==> config.mk <==
export PLATFORM = sky130hd
export DESIGN_NAME = multi_port_mem_behavioral
export DESIGN_NICKNAME = d
export VERILOG_FILES = /design/src/rtl/e_gpu_mem_pkg.sv /design/src/rtl/mem_clear_ctrl.sv /design/src/rtl/multi_port_mem_behavioral.sv
export SDC_FILE = /design/constraint.sdc
export NUM_CORES = 2
export LEC_CHECK = 0
export ABC_CLOCK_PERIOD_IN_PS = 11170
export CAP_MARGIN = 20
export CORE_ASPECT_RATIO = 0.6
export CORE_MARGIN = 1
export CORE_UTILIZATION = 28
export DETAILED_ROUTE_END_ITERATION = 12
export HOLD_SLACK_MARGIN = 0.08
export MAX_ROUTING_LAYER = met4
export PLACE_DENSITY = 0.54
export SYNTH_ARGS = -nofsm -noshare
export SYNTH_HDL_FRONTEND = slang
export SYNTH_SLANG_ARGS = --single-unit
==> constraint.sdc <==
create_clock -name clk_i -period 11.17 [get_ports clk_i]
set_clock_uncertainty 0.05 [all_clocks]
set_input_delay 1.117 -clock clk_i [delete_from_list [all_inputs] [get_ports clk_i]]
set_output_delay 1.117 -clock clk_i [all_outputs]
set_load 0.005 [all_outputs]
==> src/rtl/e_gpu_mem_pkg.sv <==
// Shared types and helpers for the e-GPU behavioural memories.
// Byte-merge helper is sized for the widest word any instance may use.
package e_gpu_mem_pkg;

  typedef enum logic {
    WRITE_FIRST,
    READ_FIRST
  } rdw_mode_e;

  typedef enum logic {
    CLR_IDLE,
    CLR_SWEEP
  } clr_state_e;

  localparam int MAX_DW  = 1024;
  localparam int MAX_BEW = MAX_DW / 8;

  function automatic logic [MAX_DW-1:0] be_merge(
    input logic [MAX_DW-1:0]  old_w,
    input logic [MAX_DW-1:0]  new_w,
    input logic [MAX_BEW-1:0] be
  );
    logic [MAX_DW-1:0] res;
    res = old_w;
    for (int b = 0; b < MAX_BEW; b++) begin
      if (be[b]) res[b*8 +: 8] = new_w[b*8 +: 8];
    end
    return res;
  endfunction

endpackage

==> src/rtl/mem_clear_ctrl.sv <==
// Clear sequencer: sweeps every word to zero, one word per cycle.
// Reset aborts a sweep; the write is suppressed in the reset cycle.
module mem_clear_ctrl
  import e_gpu_mem_pkg::*;
#(
  parameter int SIZE           = 64,
  parameter int ADDRW          = $clog2(SIZE),
  parameter bit CLEAR_ON_RESET = 1'b1
) (
  input  logic             clk_i,
  input  logic             rst_i,
  input  logic             clear_i,
  output logic             busy,
  output logic             clr_we,
  output logic [ADDRW-1:0] clr_addr
);

  localparam logic [ADDRW-1:0] LAST = ADDRW'(SIZE - 1);

  clr_state_e       state_q, state_d;
  logic [ADDRW-1:0] cnt_q, cnt_d;
  logic             auto_q;

  always_ff @(posedge clk_i) begin
    if (rst_i) begin
      state_q <= CLR_IDLE;
      cnt_q   <= '0;
      auto_q  <= CLEAR_ON_RESET;
    end else begin
      state_q <= state_d;
      cnt_q   <= cnt_d;
      auto_q  <= 1'b0;
    end
  end

  always_comb begin
    state_d = state_q;
    cnt_d   = cnt_q;
    unique case (state_q)
      CLR_IDLE: begin
        if (clear_i || auto_q) begin
          state_d = CLR_SWEEP;
          cnt_d   = '0;
        end
      end
      CLR_SWEEP: begin
        if (cnt_q == LAST) begin
          state_d = CLR_IDLE;
          cnt_d   = '0;
        end else begin
          cnt_d = cnt_q + ADDRW'(1);
        end
      end
    endcase
  end

  assign busy     = (state_q == CLR_SWEEP);
  assign clr_we   = busy & ~rst_i;
  assign clr_addr = cnt_q;

endmodule

==> src/rtl/multi_port_mem_behavioral.sv <==
// Behavioural 1W/NR memory with byte enables, RDW policy,
// optional registered read and a sweep-based clear.
module multi_port_mem_behavioral
  import e_gpu_mem_pkg::*;
#(
  parameter int        DATAW          = 32,
  parameter int        SIZE           = 64,
  parameter int        NUM_RPORTS     = 2,
  parameter bit        OUT_REG        = 1'b0,
  parameter rdw_mode_e RDW_MODE       = WRITE_FIRST,
  parameter bit        CLEAR_ON_RESET = 1'b1,
  parameter int        ADDRW          = $clog2(SIZE),
  parameter int        BEW            = DATAW / 8
) (
  input  logic                        clk_i,
  input  logic                        rst_i,
  input  logic                        clear_i,
  output logic                        busy_o,
  input  logic                        wren_i,
  input  logic [BEW-1:0]              wbe_i,
  input  logic [ADDRW-1:0]            waddr_i,
  input  logic [DATAW-1:0]            wdata_i,
  input  logic [NUM_RPORTS-1:0]       rden_i,
  input  logic [NUM_RPORTS*ADDRW-1:0] raddr_i,
  output logic [NUM_RPORTS*DATAW-1:0] rdata_o,
  output logic [NUM_RPORTS-1:0]       rvalid_o
);

  logic [DATAW-1:0] mem [SIZE];

  logic             busy;
  logic             clr_we;
  logic [ADDRW-1:0] clr_addr;
  logic             w_ok;
  logic [DATAW-1:0] w_old;
  logic [DATAW-1:0] w_new;

  function automatic logic in_range(input logic [ADDRW-1:0] a);
    return int'(a) < SIZE;
  endfunction

  mem_clear_ctrl #(
    .SIZE          (SIZE),
    .ADDRW         (ADDRW),
    .CLEAR_ON_RESET(CLEAR_ON_RESET)
  ) u_clr (
    .clk_i   (clk_i),
    .rst_i   (rst_i),
    .clear_i (clear_i),
    .busy    (busy),
    .clr_we  (clr_we),
    .clr_addr(clr_addr)
  );

  assign busy_o = busy;

  assign w_ok  = wren_i & ~busy & ~rst_i
               & in_range(waddr_i);
  assign w_old = in_range(waddr_i)
               ? mem[waddr_i] : '0;
  assign w_new = DATAW'(be_merge(
                   MAX_DW'(w_old),
                   MAX_DW'(wdata_i),
                   MAX_BEW'(wbe_i)));

  // Clear sweep owns the write port while busy.
  always_ff @(posedge clk_i) begin
    if (clr_we) begin
      mem[clr_addr] <= '0;
    end else if (w_ok) begin
      mem[waddr_i] <= w_new;
    end
  end

  for (genvar p = 0; p < NUM_RPORTS; p++) begin : g_rport
    logic [ADDRW-1:0] ra;
    logic [DATAW-1:0] arr_word;
    logic [DATAW-1:0] rd_word;
    logic             rd_en;

    assign ra       = raddr_i[p*ADDRW +: ADDRW];
    assign arr_word = in_range(ra) ? mem[ra] : '0;
    assign rd_en    = rden_i[p] & ~busy;

    if (RDW_MODE == WRITE_FIRST) begin : g_wf
      logic hit;
      assign hit     = w_ok & (ra == waddr_i);
      assign rd_word = hit ? w_new : arr_word;
    end else begin : g_rf
      assign rd_word = arr_word;
    end

    if (OUT_REG) begin : g_reg
      logic [DATAW-1:0] q;
      logic             v;
      always_ff @(posedge clk_i) begin
        if (rst_i) begin
          q <= '0;
          v <= 1'b0;
        end else begin
          v <= rd_en;
          if (rd_en) q <= rd_word;
        end
      end
      assign rdata_o[p*DATAW +: DATAW] = q;
      assign rvalid_o[p]               = v;
    end else begin : g_comb
      assign rdata_o[p*DATAW +: DATAW] = rd_word;
      assign rvalid_o[p]               = rd_en;
    end
  end

endmodule

=== Word level (Yosys, flattened, before mapping) ===
Memory sizes are Yosys's and may differ from the RTL's.
Cells that the tools add are included.

* Output and inout port bits: 67
* Bits in latches: 0
* Bits in writable memories: 2,048
* Logic and storage cells: 41
* ROM bits: 0
* Register bits after elaboration: 8
* Input bits: 60
* Memories: 1

{| class="wikitable"
|+ Memory list
! name !! words !! width !! rd ports !! clocked after memory_dff !! write ports !! line !! text
|-
| mem || 64 || 32 || 3 || 0 || 1 || multi_port_mem_behavioral.sv:29 || <nowiki>logic [DATAW-1:0] mem [SIZE];</nowiki>
|}

* Add/sub/neg operators: 1
* Equal/unequal tests: 4
* Bitwise operators: 9
* Magnitude comparators: 0
* Muxes and demuxes: 21
* Multipliers: 0
* Reductions and logical operators: 2
* Divide/modulo/power cells: 0
* Shifts and indexed selects: 0

{| class="wikitable"
|+ Operators with widths
! operator !! count
|-
| 32-bit two-way mux || 3
|-
| 8-bit two-way mux || 4
|-
| 32-bit OR reduction || 1
|-
| 6-bit two-way mux || 3
|-
| 6-bit == test || 2
|-
| 6-bit one-hot mux with 2 select lines || 1
|-
| 1-bit two-way mux || 9
|-
| 1-bit AND || 7
|-
| 6-bit by 1-bit adder with 6-bit output, second input constant || 1
|-
| 6-bit == test, second input constant || 1
|-
| 2-bit by 1-bit != test with 1-bit output, second input constant || 1
|-
| 1-bit inverter || 2
|-
| 1-bit one-hot mux with 2 select lines || 1
|-
| 1-bit logical OR || 1
|}

=== Longest topological paths before layout ===
* Depth after elaboration: 8
* Gate-level depth with buffers: 13
* Depth with buffers taken out: 6

=== Cells and area by module ===
A second synthesis with hierarchy kept.

* Cell total of the unflattened synthesis: 6,724
* Area, all modules: 112,362.8 µm²

{| class="wikitable"
|+ Modules (own cells, without submodules)
! module !! times used !! cells each !! area each (µm²) !! sequential area each (µm²)
|-
| multi_port_mem_behavioral || 1 || 6,681 || 111,973.6 || 61,499.0
|-
| mem_clear_ctrl || 1 || 43 || 389.1 || 160.2
|}

=== Worst setup path after synthesis ===
Ideal clock, no wire load.

* Path kind: input to register
* From: in waddr_i[0]
* To: mem mem[0][13] (data pin)
* Setup time: 1,287 ps
* Path slack: 1,775 ps
* Required time: 9,833 ps
* Cell stages on the path: 11
* Arrival time: 8,057 ps
* Buffers on the path: 5
* Cell sequence: buf_2 buf_6 buf_6 and2_1 buf_2 buf_1 a22oi_1 nand3_1 nand4_1 nor3_1 a2111oi_0

* Cells in the longest elaborated chain, start to end: 3

{| class="wikitable"
|+ RTL lines
! element !! line !! text
|-
| start, declared || multi_port_mem_behavioral.sv:21 || <nowiki>input logic [ADDRW-1:0] waddr_i,</nowiki>
|-
| memory 64 x 32 bit || n/a ||
|-
| 8-bit two-way mux || e_gpu_mem_pkg.sv:26 || <nowiki>if (be[b]) res[b*8 +: 8] = new_w[b*8 +: 8];</nowiki>
|-
| 32-bit two-way mux (no source line) || n/a ||
|-
| end, declared || multi_port_mem_behavioral.sv:29 ||
|}

Every way passes these cells.

=== Worst setup path in the final report ===
* From: in rst_i
* To: out rdata_o[27]

* Cells in the longest elaborated chain, start to end: 4

{| class="wikitable"
|+ RTL lines
! element !! line !! text
|-
| start, declared || multi_port_mem_behavioral.sv:16 || <nowiki>input logic rst_i,</nowiki>
|-
| 1-bit inverter || multi_port_mem_behavioral.sv:57 || <nowiki>assign w_ok = wren_i & ~busy & ~rst_i</nowiki>
|-
| 1-bit AND || multi_port_mem_behavioral.sv:57 ||
|-
| 1-bit AND || multi_port_mem_behavioral.sv:87 || <nowiki>assign hit = w_ok & (ra == waddr_i);</nowiki>
|-
| 32-bit two-way mux || multi_port_mem_behavioral.sv:88 || <nowiki>assign rd_word = hit ? w_new : arr_word;</nowiki>
|-
| end, declared || multi_port_mem_behavioral.sv:25 || <nowiki>output logic [NUM_RPORTS*DATAW-1:0] rdata_o,</nowiki>
|}

Every way passes these cells.

==> key figures <==
Finish
  • Final Util: roughly 32%
  • # fillers: 37900
  • Multi-input logic area: between 40000 and 50000 sq um
  • Share of cells above drive strength 1: 31.9%
  • Area added between synthesis and finish: 13.4%
  • Nets: 6387
  • Register area: about 62000 sq um
  • Post-Layout Cell Count: 11800

Die
  • Initial Util: 28.2%
  • Die Span Y: roughly 500 microns
  • Io pins: about 130
  • Core Area: between 300000 and 400000 sq um
  • Die area: about 400000 sq um
  • Placement row count: 179
  • Die width: between 800 and 900 microns

Critical path
  • Critical path data arrival time: 6.45 ns
  • Crit Path Max Fanout: 25
  • WP data required: about 10 ns
  • Crit start category: primary input
  • WS Path Type: primary input to output pin
  • FF-to-FF path depth: 8
  • Setup crit end kind: output pin

Power
  • Worst vdd ir: 0.136 mV
  • Clock share of power: about two fifths
  • Power Density: 139 nW/um^2
  • Int Power: around 13000 uW
  • Switching Power: roughly 4700 uW
  • Sw frac: 26.4%
  • Sequential share of power: a little under half
  • Leak pwr: 0.0399 uW
  • Comb power frac: about an eighth

Yosys
  • Post-synthesis register bit count: ~2100
  • Post-synth top area share: a little over half
  • Synth async-reset ratio: 0%
  • Syn Inst Count: roughly 6300
  • Cell Area, Synth: approximately 110000 sq um
  • Seq/Total Area, Yosys: 54.9%
  • Primary FF master, synth: edfxtp_1
  • Post-synth EDFFs: roughly 2000
  • Synth cell types: 76
  • Syn_area_per_cell: around 18 sq um
  • Syn nets: around 6400
  • Syn. warnings: 0
  • Synth area leader: edfxtp_1
  • Synth top area cells: edfxtp_1 55%, mux4_2 27%, mux2i_1 6.0%

Global route
  • First-pass GRT wire length: approximately 700 mm
  • Largest net degree at the start of global routing: 106
  • Number of global-route vias before repair: 73000
  • Initial antenna violation count: 45
  • GRT Total Usage: roughly a quarter
  • GR Overflow Total: 0

Clock tree
  • Clock Path Buffers: 4
  • CTS tree: yes
  • Clock buffer count from CTS: around 200
  • H-tree depth: 4
  • Resized Gates After CTS: 0
  • Clock Sinks: 2056
  • Clock Latency Late Sink: approximately 0.9 ns
  • Post-CTS setup buffers: 0
  • Hold Buf Count CTS: 0
  • Clock root buffer: clkbuf_16
  • Clock-pin slew on the worst setup and hold paths: 0.06 ns

Run status
  • Status: complete, no violations

Detailed routing
  • Initial DRC Count: ~16000
  • Vias: 78300
  • Vias per std cell: 6.61
  • Detailed-route wire length: approximately 520 mm
  • Routed WL per cell: roughly 44 microns
  • DRT Pass-1 Iters: 9
  • Antenna-violating nets left: 0
  • DRC viols: 0

Timing
  • Final cycle utilization of the critical path: between 60% and 70%
  • Min cycle time layout: between 7 and 8 ns
  • Pin slew with the least headroom to its limit: approximately 1.3 ns
  • Max-slew violation count: 0
  • Max Freq: 0.131 GHz
  • Slew margin rel.: 14.4%
  • Final WS setup: 3.56 ns
  • Final Hold Vio Count: 0
  • Final Setup Violations: 0
  • RSZ-0062 raised after global routing: false
  • Setup TNS: 0 ns

Placement
  • Gpl congestion: between 0.9 and 1
  • Dpl hpwl: 325 mm
  • Post-Place Cells: between 10000 and 15000
  • Setup WS pre-CTS: ~3.4 ns
  • I/O Buffers: 126

Min path
  • Hold Path Depth: 2
  • Hold WC Path Type: register to register

Flow run
  • Max-cap violation count: 0
[area by class of cell]
cell class              instances  share of cell area, %
flip-flops and latches       2056                   48.4
clock inverters                95                  0.709
inverters                      15                 0.0500
multi-input cells            3625                   38.0
repair buffers                427                   3.34
diodes                         31                 0.0608
well taps                    5339                   5.24
clock buffers                 257                   4.23
[power groups by stage]
stage,clock (uW),combinational (uW),sequential [uW]
2_1_floorplan,0,1250,8650
3_3_place_gp,0,2190,8650
3_5_place_dp,0,2200,8650
4_1_cts,6990,2210,8480
5_1_grt,7260,2310,8480
6_report,6980,2280,8480
[logic make-up (layout without fill, tap and decap cells)]
group                    after synthesis  count (layout)  synth area share [%]
multiplexers                        2023            2023                  33.1
XOR/XNOR                              12              12                0.0935
AND/OR/NAND/NOR                      686             686                  3.02
flip-flops                          2056            2056                  54.9
adder cells (fa/ha/maj)                1               1                0.0111
other                                  0              31                     0
buffers and inverters                617             794                  2.81
AO/OA/AOI/OAI                        903             903                  6.16
[critical path, cell delays in order]
cell             delay, ns
clkdlybuf4s50_1       0.65
or3b_4                0.48
buf_4                 0.36
nor3_1                0.76
nand2_2               0.62
buf_12                0.36
nor2_1                0.57
buf_4                 0.26
nand2_1               0.06
nand4_1               0.52
clkdlybuf4s50_1       0.64
[cells in the mapped netlist, types with 16 or more instances]
master	n
nor3_1	41
o221ai_1	34
buf_2	239
mux4_2	1325
nor4_1	20
a22oi_1	410
buf_1	56
buf_4	50
nor2b_1	30
o22ai_1	44
edfxtp_1	2048
o31ai_1	19
or3_1	18
clkbuf_1	214
nand4_1	68
nand3_1	174
mux2i_1	673
and3_1	16
nand2_1	107
a22o_1	107
o21ai_0	45
buf_6	33
a21oi_1	39
a221o_1	20
a221oi_1	86
nor2_1	164
[metal layers]
layer  vias to the layer above  global-route usage [%]  share of wire (%)
met5                         -                       -                  0
met3                      1253                    13.0                 18
li1                      27900                       -                  -
met1                     41600                    34.7                 38
met2                      7625                    32.2                 39
met4                         0                    10.8                5.1
[registers in the layout, summed over array words and instances (netlist names)]
name	cells
mem	2048
u_clr.busy	1
u_clr.auto_q	1
u_clr.clr_addr	6
[layout by cell type, fill, tap and decap left out, drive strengths merged, types with 12 or more instances in the layout]
master         netlist  final
clkdlybuf4s50        0    111
mux2i              673    673
or3                 18     18
buf                385    316
xor2                12     12
clkinv               1     66
o2bb2ai             12     12
a31oi               12     12
nand2              107    107
nor4                20     20
clkbuf             215    257
edfxtp            2048   2048
nor2               165    165
o31ai               19     19
inv                 14     18
nor3                41     41
nand3              174    174
a21oi               39     39
o22ai               44     44
and2                13     13
diode                0     31
bufinv               0     16
mux4              1345   1345
and3                16     16
a221o               20     20
nand4               68     68
a22o               107    107
o21ai               46     46
a221oi              87     87
a22oi              410    410
nor2b               30     30
o221ai              34     34
[path summary, 6_finish.rpt]
path | from | to | slack, ns
max reg2reg | u_clr.busy | mem[25][4] | 5.29
min reg2reg | u_clr.clr_addr[2] | u_clr.clr_addr[2] | 0.49
min | u_clr.clr_addr[2] | u_clr.clr_addr[2] | 0.49
max | rst_i | rdata_o[27] | 3.56
[stage by stage]
stage | instance area [sq um] | total power (uW) | hold slack (ns)
2_1_floorplan | 112000 | 9910 | 0.433
3_3_place_gp | 120000 | 10800 | 0.462
3_5_place_dp | 121000 | 10900 | 0.471
4_1_cts | 127000 | 17700 | 0.482
5_1_grt | 127000 | 18000 | 0.516
6_report | 128000 | 17800 | 0.490
(Power assumes the default switching activity.)
